[config.mk]
export PLATFORM = sky130hd
export DESIGN_NAME = downsample_engine
export DESIGN_NICKNAME = d
export VERILOG_FILES = /design/src/rtl/downsample_pkg.sv /design/src/rtl/downsample_engine_tick_gen.sv /design/src/rtl/downsample_engine.sv
export SDC_FILE = /design/constraint.sdc
export NUM_CORES = 1
export LEC_CHECK = 0
export CELL_PAD_IN_SITES_DETAIL_PLACEMENT = 2
export CELL_PAD_IN_SITES_GLOBAL_PLACEMENT = 2
export CORE_ASPECT_RATIO = 0.5
export CORE_MARGIN = 3
export CORE_UTILIZATION = 30
export DETAILED_ROUTE_END_ITERATION = 16
export PLACE_DENSITY_LB_ADDON = 0.15
export SYNTH_ARGS = -nofsm -noshare
export SYNTH_HDL_FRONTEND = slang
export SYNTH_SLANG_ARGS = --single-unit
[constraint.sdc]
create_clock -name clk -period 5.3 [get_ports clk]
set_clock_uncertainty 0.05 [all_clocks]
set_input_delay 1.06 -clock clk [delete_from_list [all_inputs] [get_ports clk]]
set_output_delay 1.06 -clock clk [all_outputs]
set_load 0.01 [all_outputs]
[src/rtl/downsample_pkg.sv]
// Shared definitions for the down-sampling engine and the UART loader that
// shares its SRAM.
package downsample_pkg;

    // State encoding kept as plain constants for legacy tool compatibility
    localparam int unsigned ST_W = 3;
    localparam logic [ST_W-1:0] ST_IDLE     = 3'd0;
    localparam logic [ST_W-1:0] ST_RD_ADDR  = 3'd1;
    localparam logic [ST_W-1:0] ST_RD_DATA  = 3'd2;
    localparam logic [ST_W-1:0] ST_WR_SETUP = 3'd3;
    localparam logic [ST_W-1:0] ST_WR_PULSE = 3'd4;

    localparam logic MODE_AVG = 1'b0;
    localparam logic MODE_DEC = 1'b1;

    // SRAM pin values whenever the engine does not own the bus
    localparam logic CE_IDLE     = 1'b1;
    localparam logic OE_IDLE     = 1'b1;
    localparam logic WE_IDLE     = 1'b1;
    localparam logic UB_IDLE     = 1'b1;
    localparam logic LB_IDLE     = 1'b1;
    localparam logic BUS_OE_IDLE = 1'b0;

    function automatic logic is_pow2(input int unsigned v);
        return (v != 0) && ((v & (v - 1)) == 0);
    endfunction

endpackage

[src/rtl/downsample_engine_tick_gen.sv]
// Free-running divider producing the SRAM step enable; tick marks the last
// clk of each CLK_DIV period and is held high when CLK_DIV is 1.
module tick_gen #(
    parameter int unsigned CLK_DIV = 10
) (
    input  logic clk,
    input  logic rst_n,
    output logic tick
);
    localparam int unsigned CNT_W = (CLK_DIV > 1) ? $clog2(CLK_DIV) : 1;
    localparam logic [CNT_W-1:0] CNT_MAX = CNT_W'(CLK_DIV - 1);

    logic [CNT_W-1:0] cnt;

    always_ff @(posedge clk or negedge rst_n) begin
        if (!rst_n)              cnt <= '0;
        else if (cnt == CNT_MAX) cnt <= '0;
        else                     cnt <= cnt + CNT_W'(1);
    end

    assign tick = (cnt == CNT_MAX);

endmodule

[src/rtl/downsample_engine.sv]
// Hardwired image down-sampler: box-average or decimate an IMG_W x IMG_H
// 8-bit image held in SRAM and write the reduced image back to SRAM.
module downsample_engine
    import downsample_pkg::*;
#(
    parameter int unsigned IMG_W   = 256,
    parameter int unsigned IMG_H   = 256,
    parameter int unsigned FACTOR  = 2,
    parameter int unsigned ADDR_W  = 20,
    parameter int unsigned CLK_DIV = 10
) (
    input  logic              clk,
    input  logic              rst_n,
    input  logic              start,
    input  logic              abort,
    input  logic              mode,
    input  logic [ADDR_W-1:0] src_base,
    input  logic [ADDR_W-1:0] dst_base,
    output logic              busy,
    output logic              done,
    output logic [ADDR_W-1:0] sram_address,
    output logic [15:0]       sram_wdata,
    input  logic [15:0]       sram_rdata,
    output logic              bus_oe,
    output logic              chip_en,
    output logic              output_enable,
    output logic              data_enable,
    output logic              UB,
    output logic              LB
);
    localparam int unsigned LOG2F = $clog2(FACTOR);
    localparam int unsigned OW    = IMG_W / FACTOR;
    localparam int unsigned OH    = IMG_H / FACTOR;
    localparam int unsigned ACC_W = 8 + 2 * LOG2F;
    localparam int unsigned KW    = (LOG2F > 0) ? LOG2F : 1;
    localparam int unsigned XW    = (OW > 1) ? $clog2(OW) : 1;
    localparam int unsigned YW    = (OH > 1) ? $clog2(OH) : 1;
    localparam logic [KW-1:0] KMAX = KW'(FACTOR - 1);
    localparam logic [XW-1:0] XMAX = XW'(OW - 1);
    localparam logic [YW-1:0] YMAX = YW'(OH - 1);

    if ((IMG_W % FACTOR) != 0 || (IMG_H % FACTOR) != 0 || !is_pow2(FACTOR)
        || FACTOR < 2 || FACTOR > 8) begin : g_cfg_check
        $error("downsample_engine: IMG_W/IMG_H must be multiples of a power-of-two FACTOR in 2..8");
    end

    logic              tick;
    logic [ST_W-1:0]   state, state_nxt;
    logic              pending, pending_nxt;
    logic              mode_q, mode_nxt;
    logic [ADDR_W-1:0] src_q, src_nxt, dst_q, dst_nxt;
    logic [KW-1:0]     kx, kx_nxt, ky, ky_nxt;
    logic [XW-1:0]     ox, ox_nxt;
    logic [YW-1:0]     oy, oy_nxt;
    logic [ACC_W-1:0]  acc, acc_nxt;
    logic              accept, kernel_last, out_last;
    logic              busy_nxt, done_nxt;
    logic [ADDR_W-1:0] rd_addr, wr_addr, addr_nxt;
    logic [7:0]        result;
    logic [15:0]       wdata_nxt;
    logic              bus_oe_nxt, ce_nxt, oe_nxt, we_nxt, ub_nxt, lb_nxt;
    logic              unused_rdata_hi;

    assign unused_rdata_hi = ^sram_rdata[15:8];

    tick_gen #(.CLK_DIV(CLK_DIV)) u_tick_gen (
        .clk   (clk),
        .rst_n (rst_n),
        .tick  (tick)
    );

    // Next-state, counter/accumulator update and SRAM pin decode
    always_comb begin
        state_nxt   = state;
        pending_nxt = pending;
        mode_nxt    = mode_q;
        src_nxt     = src_q;
        dst_nxt     = dst_q;
        kx_nxt      = kx;
        ky_nxt      = ky;
        ox_nxt      = ox;
        oy_nxt      = oy;
        acc_nxt     = acc;
        done_nxt    = 1'b0;
        accept      = start && !busy && !abort;
        kernel_last = (mode_q == MODE_DEC) || (kx == KMAX && ky == KMAX);
        out_last    = (ox == XMAX) && (oy == YMAX);

        if (accept) begin
            pending_nxt = 1'b1;
            mode_nxt    = mode;
            src_nxt     = src_base;
            dst_nxt     = dst_base;
        end

        if (abort) begin
            state_nxt   = ST_IDLE;
            pending_nxt = 1'b0;
            kx_nxt      = '0;
            ky_nxt      = '0;
            ox_nxt      = '0;
            oy_nxt      = '0;
            acc_nxt     = '0;
        end else if (tick) begin
            case (state)
                ST_IDLE: begin
                    if (pending_nxt) begin
                        state_nxt   = ST_RD_ADDR;
                        pending_nxt = 1'b0;
                        kx_nxt      = '0;
                        ky_nxt      = '0;
                        ox_nxt      = '0;
                        oy_nxt      = '0;
                        acc_nxt     = '0;
                    end
                end
                ST_RD_ADDR: state_nxt = ST_RD_DATA;
                ST_RD_DATA: begin
                    acc_nxt = (mode_q == MODE_DEC) ? ACC_W'(sram_rdata[7:0])
                                                   : acc + ACC_W'(sram_rdata[7:0]);
                    if (kernel_last) begin
                        state_nxt = ST_WR_SETUP;
                        kx_nxt    = '0;
                        ky_nxt    = '0;
                    end else begin
                        state_nxt = ST_RD_ADDR;
                        if (kx == KMAX) begin
                            kx_nxt = '0;
                            ky_nxt = ky + KW'(1);
                        end else begin
                            kx_nxt = kx + KW'(1);
                        end
                    end
                end
                ST_WR_SETUP: state_nxt = ST_WR_PULSE;
                ST_WR_PULSE: begin
                    acc_nxt = '0;
                    if (out_last) begin
                        state_nxt = ST_IDLE;
                        done_nxt  = 1'b1;
                        ox_nxt    = '0;
                        oy_nxt    = '0;
                    end else begin
                        state_nxt = ST_RD_ADDR;
                        if (ox == XMAX) begin
                            ox_nxt = '0;
                            oy_nxt = oy + YW'(1);
                        end else begin
                            ox_nxt = ox + XW'(1);
                        end
                    end
                end
                default: state_nxt = ST_IDLE;
            endcase
        end

        busy_nxt = (state_nxt != ST_IDLE) || pending_nxt;

        // Addresses wrap silently at ADDR_W bits
        rd_addr = src_nxt
                + ((ADDR_W'(oy_nxt) << LOG2F) + ADDR_W'(ky_nxt)) * ADDR_W'(IMG_W)
                + (ADDR_W'(ox_nxt) << LOG2F) + ADDR_W'(kx_nxt);
        wr_addr = dst_nxt + ADDR_W'(oy_nxt) * ADDR_W'(OW) + ADDR_W'(ox_nxt);
        result  = (mode_q == MODE_DEC) ? acc_nxt[7:0] : 8'(acc_nxt >> (2 * LOG2F));

        addr_nxt   = '0;
        wdata_nxt  = '0;
        bus_oe_nxt = BUS_OE_IDLE;
        ce_nxt     = CE_IDLE;
        oe_nxt     = OE_IDLE;
        we_nxt     = WE_IDLE;
        ub_nxt     = UB_IDLE;
        lb_nxt     = LB_IDLE;
        case (state_nxt)
            ST_RD_ADDR, ST_RD_DATA: begin
                addr_nxt = rd_addr;
                ce_nxt   = 1'b0;
                oe_nxt   = 1'b0;
                lb_nxt   = 1'b0;
            end
            ST_WR_SETUP, ST_WR_PULSE: begin
                addr_nxt   = wr_addr;
                wdata_nxt  = {8'h00, result};
                bus_oe_nxt = 1'b1;
                ce_nxt     = 1'b0;
                ub_nxt     = 1'b0;
                lb_nxt     = 1'b0;
                we_nxt     = (state_nxt != ST_WR_PULSE);
            end
            default: ;
        endcase
    end

    always_ff @(posedge clk or negedge rst_n) begin
        if (!rst_n) begin
            state         <= ST_IDLE;
            pending       <= 1'b0;
            mode_q        <= MODE_AVG;
            src_q         <= '0;
            dst_q         <= '0;
            kx            <= '0;
            ky            <= '0;
            ox            <= '0;
            oy            <= '0;
            acc           <= '0;
            busy          <= 1'b0;
            done          <= 1'b0;
            sram_address  <= '0;
            sram_wdata    <= '0;
            bus_oe        <= BUS_OE_IDLE;
            chip_en       <= CE_IDLE;
            output_enable <= OE_IDLE;
            data_enable   <= WE_IDLE;
            UB            <= UB_IDLE;
            LB            <= LB_IDLE;
        end else begin
            state         <= state_nxt;
            pending       <= pending_nxt;
            mode_q        <= mode_nxt;
            src_q         <= src_nxt;
            dst_q         <= dst_nxt;
            kx            <= kx_nxt;
            ky            <= ky_nxt;
            ox            <= ox_nxt;
            oy            <= oy_nxt;
            acc           <= acc_nxt;
            busy          <= busy_nxt;
            done          <= done_nxt;
            sram_address  <= addr_nxt;
            sram_wdata    <= wdata_nxt;
            bus_oe        <= bus_oe_nxt;
            chip_en       <= ce_nxt;
            output_enable <= oe_nxt;
            data_enable   <= we_nxt;
            UB            <= ub_nxt;
            LB            <= lb_nxt;
        end
    end

endmodule
==> metrics.txt <==
outcome=finished clean; num ports=105; Placed Instances=1073; filler instances=2318; Slew @ Worst Pin=0.993 ns; Post-DRT Antenna Nets=0; Total Neg Setup Slack=0 ns; yosys warns=0; Pins Over Slew Limit=0; number of clock sinks=110; CTS Hold Buffers Added=0; final non-filler cell total=1089; Slowest-stage cell, CP=o311ai_0; CTS H-tree depth=3; Leak=3.61 nW; ys async rst share=1.00; first-pass GRT wire length=34000 um; FF-to-FF End=sram_address[19]$_DFF_PN0_; Hold Path Depth=1; commonest cells after routing, fill and taps aside=dfrtp_1 (106), clkdlybuf4s50_1 (86), nor2_1 (67); Crit Path Class=primary input to register; cell area after synthesis=6720 sq um; Seq cells post-synth=110; arrival time at the worst endpoint=4.88 ns; Synth cell types=80; power density cells=250 nW/um^2; total chip power=2.07 mW; vias in the first global route=6056; Clock transition at path regs=0.07 ns; post-CTS sizing=0; Hold Crit Class=register to register; Levels on crit path=15; R2R depth=12; Achievable Freq=213 MHz; Vias=5554; final WL=21000 um; # diodes=0; Placed Area=8020 sq um; syn avg cell area=9.78 sq um; crit path cell chain=clkdlybuf4s50_1 -> nor3b_4 -> buf_4 -> mux2_2 -> ha_1 -> inv_1 -> fa_1 -> inv_1 -> o21ai_0 -> o21ai_0 -> nand2_1 -> o311ai_0 -> mux2i_1 -> o21ai_0 -> o21ai_0; max cap viols=0; via/cell ratio=5.10; layout cell share with drive strength beyond 1=0.123; final worst-path cycle share=0.886; CP bufs+invs=4; CP Launch Type=primary input; CP Max Fanout=20; RSZ-0062 raised after global routing=no; Mapped Cells=687; sequential share of the synthesized area=0.410; Initial DRT Pass Iterations=4; gpl congestion=0.794; Die Wd=218 um; commonest non-fill, non-tap cell in the layout=dfrtp_1; Final Net Count=887; Crit path max-delay family=compound AO/OA/AOI/OAI gates; Hold EP=src_q[0]$_DFF_PN0_; Initial DRC Count=206; post-DR wirelength/cell=19.3 um; reg-to-reg setup timing slack=0.98 ns; final hold violation count=0; minimum clock period=4.69 ns; initial antenna violation count=0; Core ar.=21800 sq um; gr ovfl total=0; Worst Path Required=5.49 ns; clk_lat worst skew=0.38 ns; DP Wirelength=15900 um; TritonCTS buffer count=9; Rel. slew slack=0.338; final number of setup-violating endpoints=0; Most common cell on crit path=o21ai_0; Syn-to-layout area delta=23.6%; Die Span Y=112 um; CTS root buf=clkbuf_16; setup bufs post-CTS=0; Critical Path Max Stage Delay=0.48 ns; Worst VDD drop=0.122 mV; initial core utilization=0.308; CTS tree=built; DRC Markers=0; die area=24300 sq um; FP Rows=38; Worst setup EP type=register; FF-to-FF Start=state[1]$_DFF_PN0_; Core Util, Final=0.381; largest net degree at the start of global routing=74; Tot GR Track Use=0.180; hold path start=src_q[0]$_DFF_PN0_; Design Area, Final=8310 sq um; Max Buffers Root-to-Sink=2; port bufs=88; most used flip-flop cell after synthesis=dfrtp_1; Post-synth EDFFs=0
-- where the power goes --
group	total [mW]	internal [mW]	switching, mW
Clock	0.699	0.368	0.331
Sequential	0.919	0.901	0.0181
Combinational	0.457	0.198	0.258
-- metrics by stage --
stage               hold slack, ns  setup WS (ns)
floorplan                    0.426          0.325
global placement             0.438          0.277
detailed placement           0.444          0.129
CTS                          0.462          0.538
global route                 0.475          0.232
finish                       0.456          0.605
-- worst reg2reg max path: cells and delay by family, from the launching register on --
| kind | cells | cell delay, ns |
|---|---|---|
| fa+ha+maj | 1 | 0.27 |
| simple gates | 4 | 1.67 |
| xor+xnor | 1 | 0.21 |
| compound gates | 6 | 1.49 |
| flops | 1 | 0.55 |
-- cell families (layout without fill, tap and decap cells) --
kind of cell / count (synthesis) / after routing / synth area share
fa+ha+maj: 43 / 43 / 0.0819
other cells: 1 / 8 / 0.000558
simple gates: 195 / 195 / 0.145
flops: 110 / 110 / 0.410
compound gates: 191 / 191 / 0.193
xor+xnor: 41 / 41 / 0.0534
buf+inv: 59 / 154 / 0.0391
mux: 47 / 47 / 0.0767
-- flip-flops by register name, summed over array words and instances (netlist names), 3 cells and up --
register,count
src_q,20
sram_address,20
state,3
ox,7
u_tick_gen.cnt,4
acc,10
sram_wdata,8
oy,7
dst_q,20
-- worst max path at each step --
stage                from                          to  slack, ns
finish              start  sram_address[12]$_DFF_PN0_       0.61
global route        start  sram_address[12]$_DFF_PN0_       0.23
CTS                 start  sram_address[12]$_DFF_PN0_       0.54
detailed placement  start  sram_address[12]$_DFF_PN0_       0.13
global placement    start  sram_address[12]$_DFF_PN0_       0.28
floorplan           abort  sram_address[17]$_DFF_PN0_       0.32
-- routing by layer --
metal | up-vias | track usage | part of all wire
met5 | - | 0 | 0
met4 | 0 | 0.0408 | 0.012
met3 | 15 | 0.0415 | 0.032
met2 | 56 | 0.284 | 0.46
met1 | 2808 | 0.251 | 0.50
li1 | 2675 | - | -
-- area by class of cell --
| type | instances | area (sq um) | area share |
|---|---|---|---|
| tap | 300 | 375 | 0.0452 |
| sequential | 110 | 2760 | 0.332 |
| inverter | 26 | 97.6 | 0.0117 |
| clock buffer | 11 | 233 | 0.0280 |
| timing repair buffer | 112 | 1050 | 0.127 |
| multi-input combinational | 525 | 3730 | 0.449 |
| clock inverter | 5 | 58.8 | 0.00708 |
-- Yosys cell counts (all sizes together) (8+ instances only) --
cell    instances  area [sq um]
o22ai          15          93.8
ha             40           500
clkbuf         17          63.8
nand3          12          60.1
nor2           67           251
mux2           36           405
a31oi          12          75.1
a21oi          43           215
nand2          39           149
and2            8          50.1
buf            16           101
mux2i          11           110
a21o           19           143
xnor2          28           245
nor3           23           126
xor2           13           114
nand2b          8          50.1
dfrtp         106          2650
inv            25          93.8
o21ai          36           184
Note: power is estimated with default switching activity, not from simulation.
